File: src/rtl/inst_fetch_queue_if.sv
// Fetch-to-decode handshake bundle for inst_fetch_queue.
// master = fetch/decode side driving the queue, slave = the queue itself.
interface inst_fetch_queue_if #(
    parameter int PTR_W = 2
);
    logic             in_valid;
    logic [31:0]      in_pc;
    logic [31:0]      in_instr;
    logic             flush;
    logic             out_ready;
    logic             in_ready;
    logic             pc_enable;
    logic             out_valid;
    logic [31:0]      out_pc;
    logic [31:0]      out_instr;
    logic [PTR_W:0]   count;

    modport master (
        output in_valid, in_pc, in_instr, flush, out_ready,
        input  in_ready, pc_enable, out_valid, out_pc, out_instr, count
    );

    modport slave (
        input  in_valid, in_pc, in_instr, flush, out_ready,
        output in_ready, pc_enable, out_valid, out_pc, out_instr, count
    );
endinterface

File: src/rtl/inst_fetch_queue.sv
// Instruction fetch queue: FIFO of {pc, instr} pairs between fetch and decode, with flush.
// Optional same-cycle bypass when empty is enabled by defining IFQ_BYPASS_EN.
module inst_fetch_queue #(
    parameter int DEPTH = 4,
    parameter int PTR_W = 2
) (
    input  logic                 clk,
    input  logic                 reset,
    inst_fetch_queue_if.slave    bus
);

    localparam logic [PTR_W:0] FULL_CNT = (PTR_W+1)'(DEPTH);

    logic [63:0]    mem_q [DEPTH];
    logic [63:0]    mem_d [DEPTH];
    logic [PTR_W-1:0] wr_ptr_q, wr_ptr_d;
    logic [PTR_W-1:0] rd_ptr_q, rd_ptr_d;
    logic [PTR_W:0]   count_q, count_d;

    logic        full;
    logic        empty;
    logic        bypass;
    logic        accept;
    logic        valid;
    logic        push;
    logic        pop;
    logic [63:0] head;

    always_comb begin
        // NOTE: every signal gets a default before any branch, so no path leaves one unassigned and no latch is inferred.
        full   = (count_q == FULL_CNT);
        empty  = (count_q == '0);
`ifdef IFQ_BYPASS_EN
        bypass = !reset && empty && bus.in_valid && !bus.flush;
`else
        bypass = 1'b0;
`endif
        accept = !reset && !full;
        valid  = !reset && ((!empty && !bus.flush) || bypass);

        // A bypassed entry taken by decode in the same cycle never touches storage.
        push   = bus.in_valid && accept && !bus.flush && !(bypass && bus.out_ready);
        pop    = valid && bus.out_ready && !bypass;

        if (bypass)
            head = {bus.in_pc, bus.in_instr};
        else if (valid)
            head = mem_q[rd_ptr_q];
        else
            head = '0;

        mem_d    = mem_q;
        wr_ptr_d = wr_ptr_q;
        rd_ptr_d = rd_ptr_q;
        count_d  = count_q;

        if (bus.flush) begin
            wr_ptr_d = '0;
            rd_ptr_d = '0;
            count_d  = '0;
        end else begin
            if (push) begin
                mem_d[wr_ptr_q] = {bus.in_pc, bus.in_instr};
                wr_ptr_d        = wr_ptr_q + PTR_W'(1);
            end
            if (pop)
                rd_ptr_d = rd_ptr_q + PTR_W'(1);
            if (push && !pop)
                count_d = count_q + (PTR_W+1)'(1);
            else if (pop && !push)
                count_d = count_q - (PTR_W+1)'(1);
        end
    end

    always_ff @(posedge clk) begin
        if (reset) begin
            wr_ptr_q <= '0;
            rd_ptr_q <= '0;
            count_q  <= '0;
            // NOTE: storage is cleared on reset so no stale instruction word survives a reset.
            for (int i = 0; i < DEPTH; i++)
                mem_q[i] <= '0;
        end else begin
            wr_ptr_q <= wr_ptr_d;
            rd_ptr_q <= rd_ptr_d;
            count_q  <= count_d;
            mem_q    <= mem_d;
        end
    end

    assign bus.in_ready  = accept;
    assign bus.pc_enable = accept;
    assign bus.out_valid = valid;
    assign bus.out_pc    = head[63:32];
    assign bus.out_instr = head[31:0];
    assign bus.count     = count_q;

endmodule
File: src/flat_wrapper.sv
// flat-port wrapper written by rule: the top's interface ports become plain ports
module inst_fetch_queue_flat 
#(
    parameter int DEPTH = 4,
    parameter int PTR_W = 2
)
  (clk, reset, bus_in_valid, bus_in_pc, bus_in_instr, bus_flush, bus_out_ready, bus_in_ready, bus_pc_enable, bus_out_valid, bus_out_pc, bus_out_instr, bus_count);
  inst_fetch_queue_if #(.PTR_W(PTR_W)) bus_i ();
  input  logic clk;
  input  logic reset;
  input wire logic [$bits(bus_i.in_valid)-1:0] bus_in_valid;
  input wire logic [$bits(bus_i.in_pc)-1:0] bus_in_pc;
  input wire logic [$bits(bus_i.in_instr)-1:0] bus_in_instr;
  input wire logic [$bits(bus_i.flush)-1:0] bus_flush;
  input wire logic [$bits(bus_i.out_ready)-1:0] bus_out_ready;
  output wire logic [$bits(bus_i.in_ready)-1:0] bus_in_ready;
  output wire logic [$bits(bus_i.pc_enable)-1:0] bus_pc_enable;
  output wire logic [$bits(bus_i.out_valid)-1:0] bus_out_valid;
  output wire logic [$bits(bus_i.out_pc)-1:0] bus_out_pc;
  output wire logic [$bits(bus_i.out_instr)-1:0] bus_out_instr;
  output wire logic [$bits(bus_i.count)-1:0] bus_count;
  assign bus_i.in_valid = bus_in_valid;
  assign bus_i.in_pc = bus_in_pc;
  assign bus_i.in_instr = bus_in_instr;
  assign bus_i.flush = bus_flush;
  assign bus_i.out_ready = bus_out_ready;
  assign bus_in_ready = bus_i.in_ready;
  assign bus_pc_enable = bus_i.pc_enable;
  assign bus_out_valid = bus_i.out_valid;
  assign bus_out_pc = bus_i.out_pc;
  assign bus_out_instr = bus_i.out_instr;
  assign bus_count = bus_i.count;
  inst_fetch_queue #(.DEPTH(DEPTH), .PTR_W(PTR_W)) u_core (.clk(clk), .reset(reset), .bus(bus_i));
endmodule
File: config.mk
export PLATFORM = sky130hd
export DESIGN_NAME = inst_fetch_queue_flat
export DESIGN_NICKNAME = d
export VERILOG_FILES = /design/src/rtl/inst_fetch_queue_if.sv /design/src/rtl/inst_fetch_queue.sv /design/src/flat_wrapper.sv
export SDC_FILE = /design/constraint.sdc
export NUM_CORES = 1
export LEC_CHECK = 0
export ABC_AREA = 1
export BUFFER_PORTS_ARGS = -buffer_cell sky130_fd_sc_hd__buf_2
export CAP_MARGIN = 30
export CORE_MARGIN = 4
export CORE_UTILIZATION = 30
export DETAILED_ROUTE_END_ITERATION = 10
export MAX_ROUTING_LAYER = met4
export PLACE_DENSITY_LB_ADDON = 0.1
export SYNTH_ARGS = -nofsm -noshare
export SYNTH_HDL_FRONTEND = slang
export SYNTH_SLANG_ARGS = --single-unit
File: constraint.sdc
create_clock -name clk -period 2.74 [get_ports clk]
set_input_delay 0.411 -clock clk [delete_from_list [all_inputs] [get_ports clk]]
set_output_delay 0.411 -clock clk [all_outputs]
set_load 0.01 [all_outputs]
==> metrics.txt, run 1 <==
# TYPE chip_impl_metric gauge
chip_impl_info{name="run_status",value="completed"} 1
chip_impl_metric{name="drv_slew",unit=""} 0
chip_impl_metric{name="placed_cells",unit=""} 3039
chip_impl_metric{name="power-per-cell-area",unit="nW/um^2"} 544.1
chip_impl_metric{name="drt-met1-wl",unit="microns"} 24660
chip_impl_metric{name="boundaryPins",unit=""} 139
chip_impl_metric{name="layout.filler_cells",unit=""} 5284
chip_impl_metric{name="clk-insertion-delay-late",unit="ns"} 0.54
chip_impl_metric{name="globalRouteTotalUtil",unit="%"} 19.51
chip_impl_metric{name="detail_routed_net_length_per_standard_cell",unit="microns"} 16.66
chip_impl_metric{name="cts.clk_slew.worst_paths",unit="ns"} 0.06
chip_impl_metric{name="worst-endpoint-arrival",unit="ns"} 2.08
chip_impl_metric{name="finalInstanceArea",unit="sq um"} 17050
chip_impl_info{name="crit_path_end_kind",value="output pin"} 1
chip_impl_metric{name="power.total",unit="mW"} 9.278
chip_impl_metric{name="synth_nets",unit=""} 2505
chip_impl_metric{name="netlist.area_leader.share",unit="%"} 35.84
chip_impl_metric{name="drt_pass1_iterations",unit=""} 5
chip_impl_info{name="unrepaired_setup_endpoints_after_global_routing",value="no"} 1
chip_impl_metric{name="grt_overflow_total",unit=""} 0
chip_impl_info{name="mostFrequentLayoutCells",value="inv_1, nand2_1, nor2_1, dfxtp_1, nand4_1"} 1
chip_impl_info{name="cts_tree",value="done"} 1
chip_impl_info{name="layout_commonest_cell",value="inv_1"} 1
chip_impl_metric{name="clock_share_of_power",unit="%"} 49.6
chip_impl_metric{name="netlist_instances",unit=""} 2430
chip_impl_metric{name="cts_hold_repair.buffers",unit=""} 0
chip_impl_metric{name="pin_count_of_the_biggest_net_entering_global_routing",unit=""} 165
chip_impl_metric{name="placement.cell_area",unit="sq um"} 15850
chip_impl_metric{name="multiInputGateArea",unit="sq um"} 6444
chip_impl_info{name="crit_slowest_cell",value="dfxtp_4"} 1
chip_impl_metric{name="yosys_reg_bits",unit=""} 263
chip_impl_info{name="routed.top_layer",value="met4"} 1
chip_impl_metric{name="drcViolationCount",unit=""} 0
chip_impl_metric{name="first_global_vias",unit=""} 13520
chip_impl_metric{name="power_report.internal_total",unit="mW"} 6.887
chip_impl_info{name="critical_path_class",value="reg -> out"} 1
chip_impl_metric{name="place.port_buffers",unit=""} 138
chip_impl_metric{name="post_route_ant_nets",unit=""} 0
chip_impl_metric{name="antenna_violations_before_repair",unit=""} 0
chip_impl_metric{name="clock_path_buffers",unit=""} 3
chip_impl_metric{name="syn-mean-instance-area",unit="sq um"} 6.046
chip_impl_metric{name="mappedNetlistArea",unit="sq um"} 14690
chip_impl_metric{name="final_wl",unit="microns"} 51740
chip_impl_metric{name="drt-vias-per-instance",unit=""} 4.678
chip_impl_metric{name="static-leakage-power",unit="nW"} 8.041
chip_impl_info{name="clockRootBuffer",value="clkbuf_16"} 1
chip_impl_metric{name="die_y",unit="microns"} 229.3
chip_impl_info{name="synth.largest_area_cell",value="dfxtp_1"} 1
chip_impl_info{name="critPathTopFamily",value="buffers and inverters"} 1
chip_impl_metric{name="worst-endpoint-required",unit="ns"} 2.33
chip_impl_metric{name="core_region_area",unit="sq um"} 48050
chip_impl_metric{name="syn_to_final_growth",unit="%"} 16.07
chip_impl_metric{name="netlist-cell-type-count",unit=""} 19
chip_impl_metric{name="period_minus_slack",unit="ns"} 2.494
chip_impl_metric{name="gpl.final_weighted_congestion",unit=""} 0.7573
chip_impl_metric{name="floorplan.die.width",unit="microns"} 229.3
chip_impl_metric{name="worst_ir_drop_on_vdd",unit="mV"} 0.3478
chip_impl_metric{name="crit_path_max_incr_delay",unit="ns"} 0.37
chip_impl_metric{name="insertedDiodeCount",unit=""} 0
chip_impl_metric{name="hold_violations",unit=""} 0
chip_impl_metric{name="dp.final_hpwl",unit="microns"} 28670
chip_impl_metric{name="cts_inserted_buffers",unit=""} 35
chip_impl_info{name="post_synth_main_area_contributors",value="dfxtp_1, inv_1, nand2_1, nand4_1, nor2_1"} 1
chip_impl_metric{name="finalClockSkew",unit="ns"} 0.01535
chip_impl_metric{name="first_iter_violations",unit=""} 946
chip_impl_metric{name="total_length_of_routed_met3_wires",unit="microns"} 2260
chip_impl_metric{name="tritoncts_num_sinks",unit=""} 263
chip_impl_metric{name="seq_area",unit="sq um"} 5273
chip_impl_metric{name="setup_tns",unit="ns"} 0
chip_impl_metric{name="maxCapViolations",unit=""} 0
chip_impl_metric{name="fin_nets",unit=""} 2541
chip_impl_metric{name="synth-warning-count",unit=""} 0
chip_impl_info{name="crit_path_cell_trace",value="inv_4 > buf_4 > o21ai_0 > a21oi_1 > buf_2"} 1
chip_impl_metric{name="seqPwrFrac",unit="%"} 42.3
chip_impl_info{name="timing.critical_path.from_type",value="register"} 1
chip_impl_metric{name="endpoints_failing_setup",unit=""} 0
chip_impl_metric{name="wl_met2",unit="microns"} 23980
chip_impl_metric{name="cp_max_fo",unit=""} 21
chip_impl_metric{name="finish.utilization",unit="%"} 35.49
chip_impl_metric{name="power.switching",unit="mW"} 2.391
chip_impl_metric{name="post_layout_nonfiller_instances",unit=""} 3105
chip_impl_metric{name="initial_core_utilization",unit="%"} 30.58
chip_impl_metric{name="fraction_of_layout_instances_using_a_drive_strength_above_1",unit="%"} 11.97
chip_impl_metric{name="power.share.combinational",unit="%"} 8.2
chip_impl_metric{name="worst_max_slew_pin_slew",unit="ns"} 0.9211
chip_impl_metric{name="p_sw_share",unit="%"} 25.77
chip_impl_metric{name="cp_num_buf_inv",unit=""} 3
chip_impl_metric{name="global_route_wire_length_before_repair",unit="microns"} 79870
chip_impl_metric{name="clock.fmax",unit="GHz"} 0.4009
chip_impl_metric{name="yosysSeqAreaShare",unit="%"} 35.84
chip_impl_info{name="hp-class",value="in -> reg"} 1
chip_impl_metric{name="h-tree-depth",unit=""} 2
chip_impl_metric{name="design.die.area",unit="sq um"} 52580
chip_impl_metric{name="period_share",unit="%"} 91.03
chip_impl_metric{name="max_slew_margin",unit="%"} 38.59
chip_impl_metric{name="via_count",unit=""} 14530
chip_impl_metric{name="num_rows",unit=""} 80
cells in the mapped netlist:
cell,count
nor2_4,1
nand4_1,257
ha_1,5
buf_1,18
inv_1,545
nand3_1,2
nand3_2,4
nor2_1,267
a21oi_1,196
inv_2,43
xor2_1,1
o21ai_0,130
nand2_2,2
buf_4,15
buf_2,64
dfxtp_1,263
fa_1,1
nand2_1,527
clkbuf_1,89
timing repair:
item / in CTS / in global routing
buffers inserted: 1 / 3
gates resized for setup: 2 / 1
hold endpoints to repair: 0 / 0
setup endpoints to repair: 15 / 14
pin swaps: 0 / 0
gates cloned: 0 / 1
state kept, by name, summed over array words and instances, names as in the netlist:
register          count
u_core.bus.count      3
u_core.mem_q        256
u_core.rd_ptr_q       2
u_core.wr_ptr_q       2
worst reg2reg max path: cells and delay by family (launching register included):
family | cells | cell delay [ns]
and+or+nand+nor | 9 | 0.96
adders and majority gates | 2 | 0.58
DFF | 1 | 0.43
buffers and inverters | 2 | 0.14
final timing paths:
kind | from | endpoint | slack, ns | cells after the start
worst max-delay path | u_core.rd_ptr_q[0]$_SDFFE_PP0P_ | bus_out_instr[4] | 0.25 | 5
worst min-delay path | bus_in_valid | u_core.wr_ptr_q[0]$_SDFFE_PP0P_ | 0.17 | 3
worst max register to register | u_core.bus.count[0]$_SDFFE_PP0P_ | u_core.bus.count[2]$_SDFFE_PP0P_ | 0.52 | 13
worst min register to register | u_core.mem_q[10]$_SDFFE_PP0P_ | u_core.mem_q[10]$_SDFFE_PP0P_ | 0.50 | 4
per-layer routing:
metal	up-vias	track usage, %
met4	0	4.165
met2	303	31.32
met3	50	3.144
met1	6673	26.07
li1	7499	-
met5	-	-
per-stage QoR:
| step | worst slack [ns] | hold slack (ns) |
|---|---|---|
| final | 0.2459 | 0.1697 |
| after global routing | 0.1244 | 0.1636 |
| after CTS | 0.03656 | 0.1320 |
| after detailed placement | 0.4739 | 0.4930 |
| after global placement | 0.4729 | 0.4909 |
| after floorplan | 0.6188 | 0.4826 |
cell type report:
cell class	instances	share of cell area, %
clock buffers	53	6.251
clock inverters	8	0.4036
inverters	588	12.99
multi-input cells	1393	37.79
flip-flops and latches	263	30.92
well taps	615	4.512
repair buffers	185	7.139
power groups by stage:
stage	clock network (mW)	registers, mW	logic (mW)
CTS	4.75	3.92	0.760
detailed placement	0	4.01	0.756
global route	4.87	3.93	0.856
global placement	0	4.01	0.750
floorplan	0	4.00	0.503
finish	4.60	3.92	0.757
cell families after synthesis:
kind of cell | after synthesis | synth area share (%)
flops | 263 | 35.84
compound gates | 326 | 11.11
buf+inv | 774 | 20.70
simple gates | 1060 | 31.73
xor+xnor | 1 | 0.05963
fa+ha+maj | 6 | 0.5621
No activity file was read; power rests on OpenSTA's default activity.
==> run 2, diff against run 1 <==
--- a/config.mk
+++ b/config.mk
@@ -13,6 +13,8 @@
 export DETAILED_ROUTE_END_ITERATION = 10
 export MAX_ROUTING_LAYER = met4
 export PLACE_DENSITY_LB_ADDON = 0.1
+export SETUP_SLACK_MARGIN = 0.5
+export SKIP_LAST_GASP = 1
 export SYNTH_ARGS = -nofsm -noshare
 export SYNTH_HDL_FRONTEND = slang
 export SYNTH_SLANG_ARGS = --single-unit
==> run 2 against run 1 <==
Net effect: utilization increased by 2.4 points; critical path depth is 2 higher; die area did not move.
==> metrics.txt, run 2 (synthesis gave the netlist of run 1 again) <==
# TYPE chip_impl_metric gauge
chip_impl_info{name="run_status",value="completed"} 1
chip_impl_metric{name="setup_tns",unit="ns"} 0
chip_impl_metric{name="globalRouteTotalUtil",unit="%"} 20.75
chip_impl_info{name="clockRootBuffer",value="clkbuf_16"} 1
chip_impl_metric{name="dpl_worst_slack",unit="ns"} 0.4739
chip_impl_metric{name="detail_routed_net_length_per_standard_cell",unit="microns"} 17.83
chip_impl_metric{name="first_iter_violations",unit=""} 1072
chip_impl_metric{name="antenna_violations_before_repair",unit=""} 0
chip_impl_metric{name="drt-vias-per-instance",unit=""} 4.733
chip_impl_metric{name="syn_to_final_growth",unit="%"} 24.07
chip_impl_metric{name="grt_overflow_total",unit=""} 0
chip_impl_metric{name="worst-endpoint-required",unit="ns"} 2.33
chip_impl_metric{name="finalHoldWorstSlack",unit="ns"} 0.1722
chip_impl_metric{name="crit_path_max_incr_delay",unit="ns"} 0.38
chip_impl_metric{name="via_count",unit=""} 14860
chip_impl_metric{name="static-leakage-power",unit="nW"} 8.498
chip_impl_metric{name="final_wl",unit="microns"} 55960
chip_impl_metric{name="power-per-cell-area",unit="nW/um^2"} 513.6
chip_impl_metric{name="first_global_vias",unit=""} 13900
chip_impl_metric{name="design.die.area",unit="sq um"} 52580
chip_impl_metric{name="finalClockSkew",unit="ns"} 0.01212
chip_impl_info{name="top_reg_by_flops",value="u_core.mem_q"} 1
chip_impl_info{name="cts_tree",value="done"} 1
chip_impl_metric{name="fin_nets",unit=""} 2575
chip_impl_metric{name="drcViolationCount",unit=""} 0
chip_impl_metric{name="worst_max_slew_pin_slew",unit="ns"} 0.9013
chip_impl_metric{name="power.total",unit="mW"} 9.361
chip_impl_info{name="mostFrequentLayoutCells",value="inv_1, nand2_1, nor2_1, dfxtp_1, nand4_1"} 1
chip_impl_metric{name="post_route_ant_nets",unit=""} 0
chip_impl_metric{name="global_route_wire_length_before_repair",unit="microns"} 83980
chip_impl_metric{name="maxCapViolations",unit=""} 0
chip_impl_metric{name="num_rows",unit=""} 80
chip_impl_metric{name="cts_inserted_buffers",unit=""} 35
chip_impl_info{name="crit_slowest_cell",value="dfxtp_4"} 1
chip_impl_metric{name="initial_core_utilization",unit="%"} 30.58
chip_impl_metric{name="gpl.final_weighted_congestion",unit=""} 0.7573
chip_impl_metric{name="die_y",unit="microns"} 229.3
chip_impl_metric{name="pin_count_of_the_biggest_net_entering_global_routing",unit=""} 165
chip_impl_info{name="hp-class",value="in -> reg"} 1
chip_impl_metric{name="tritoncts_num_sinks",unit=""} 263
chip_impl_metric{name="hold_violations",unit=""} 0
chip_impl_metric{name="place.port_buffers",unit=""} 138
chip_impl_metric{name="h-tree-depth",unit=""} 2
chip_impl_metric{name="core_region_area",unit="sq um"} 48050
chip_impl_metric{name="cp_max_fo",unit=""} 8
chip_impl_metric{name="drv_slew",unit=""} 0
chip_impl_metric{name="drt_pass1_iterations",unit=""} 5
chip_impl_metric{name="endpoints_failing_setup",unit=""} 0
chip_impl_metric{name="boundaryPins",unit=""} 139
chip_impl_metric{name="fin_ws",unit="ns"} 0.3892
chip_impl_info{name="crit_path_cell_trace",value="buf_12 > buf_16 > buf_16 > a21oi_2 > o21ai_2 > a21oi_2 > buf_2"} 1
chip_impl_metric{name="fraction_of_layout_instances_using_a_drive_strength_above_1",unit="%"} 16.80
chip_impl_metric{name="period_minus_slack",unit="ns"} 2.351
chip_impl_metric{name="worst_ir_drop_on_vdd",unit="mV"} 0.3469
chip_impl_info{name="timing.critical_path.from_type",value="register"} 1
chip_impl_info{name="layout_commonest_cell",value="inv_1"} 1
chip_impl_metric{name="largest_register_ff_count",unit=""} 256
chip_impl_metric{name="cts.clk_slew.worst_paths",unit="ns"} 0.06
chip_impl_metric{name="dp.final_hpwl",unit="microns"} 28670
chip_impl_metric{name="period_share",unit="%"} 85.79
chip_impl_metric{name="max_slew_margin",unit="%"} 39.91
chip_impl_info{name="crit_path_end_kind",value="output pin"} 1
chip_impl_info{name="unrepaired_setup_endpoints_after_global_routing",value="yes"} 1
chip_impl_metric{name="clock_path_buffers",unit=""} 3
chip_impl_metric{name="insertedDiodeCount",unit=""} 0
chip_impl_metric{name="floorplan.die.width",unit="microns"} 229.3
chip_impl_metric{name="worst-endpoint-arrival",unit="ns"} 1.94
chip_impl_metric{name="clock.fmax",unit="GHz"} 0.4254
chip_impl_metric{name="clk-insertion-delay-late",unit="ns"} 0.54
chip_impl_info{name="critical_path_class",value="reg -> out"} 1
[run 2: timing repair]
action | CTS | global route
buffers inserted | 15 | 7
setup endpoints to repair | 67 | 65
hold buffers | 0 | 0
resized for setup | 120 | 93
pin swaps | 45 | 57
gates cloned | 11 | 6
[run 2: layer usage]
| metal | part of all wire [%] | track usage [%] | vias to the layer above |
|---|---|---|---|
| li1 | - | - | 7573 |
| met1 | 47 | 27.34 | 6907 |
| met2 | 46 | 33.39 | 316 |
| met3 | 4.5 | 3.429 | 61 |
| met4 | 2.1 | 5.078 | 0 |
| met5 | 0 | - | - |
[run 2: area by class of cell]
| type | count | area, sq um |
|---|---|---|
| clock buffers | 53 | 1066 |
| clock inverters | 8 | 68.82 |
| fillers | 5182 | 29820 |
| inverters | 588 | 2220 |
| multi-input cells | 1394 | 6898 |
| flip-flops and latches | 263 | 5284 |
| well taps | 615 | 769.5 |
| repair buffers | 218 | 1922 |
[run 2: critical path, delay by kind of cell (launching register included)]
| family | cells | cell delay (ns) |
|---|---|---|
| AOI/OAI and AO/OA | 3 | 0.39 |
| buffers and inverters | 4 | 0.61 |
| DFF | 1 | 0.38 |
[run 2: power breakdown]
| group | internal, mW | switching [mW] | total (mW) |
|---|---|---|---|
| clock network | 2.77 | 1.84 | 4.61 |
| registers | 3.89 | 0.0363 | 3.93 |
| logic | 0.257 | 0.568 | 0.825 |
[run 2: path summary, 6_finish.rpt]
check                                                 startpoint                               end  cells after the start  slack [ns]
worst max-delay path             u_core.rd_ptr_q[0]$_SDFFE_PP0P_                  bus_out_instr[1]                      7        0.39
worst min-delay path                                bus_in_valid   u_core.wr_ptr_q[0]$_SDFFE_PP0P_                      3        0.17
worst max register to register  u_core.bus.count[1]$_SDFFE_PP0P_  u_core.bus.count[2]$_SDFFE_PP0P_                     14        0.77
worst min register to register     u_core.mem_q[10]$_SDFFE_PP0P_     u_core.mem_q[10]$_SDFFE_PP0P_                      4        0.50
[run 2: through the flow]
stage,util [%],cells,cell area (sq um)
finish,37.94,3139,18230
global placement,32.92,3038,15820
detailed placement,32.98,3039,15850
CTS,36.90,3126,17730
floorplan,-,2430,14690
global route,37.94,3139,18230
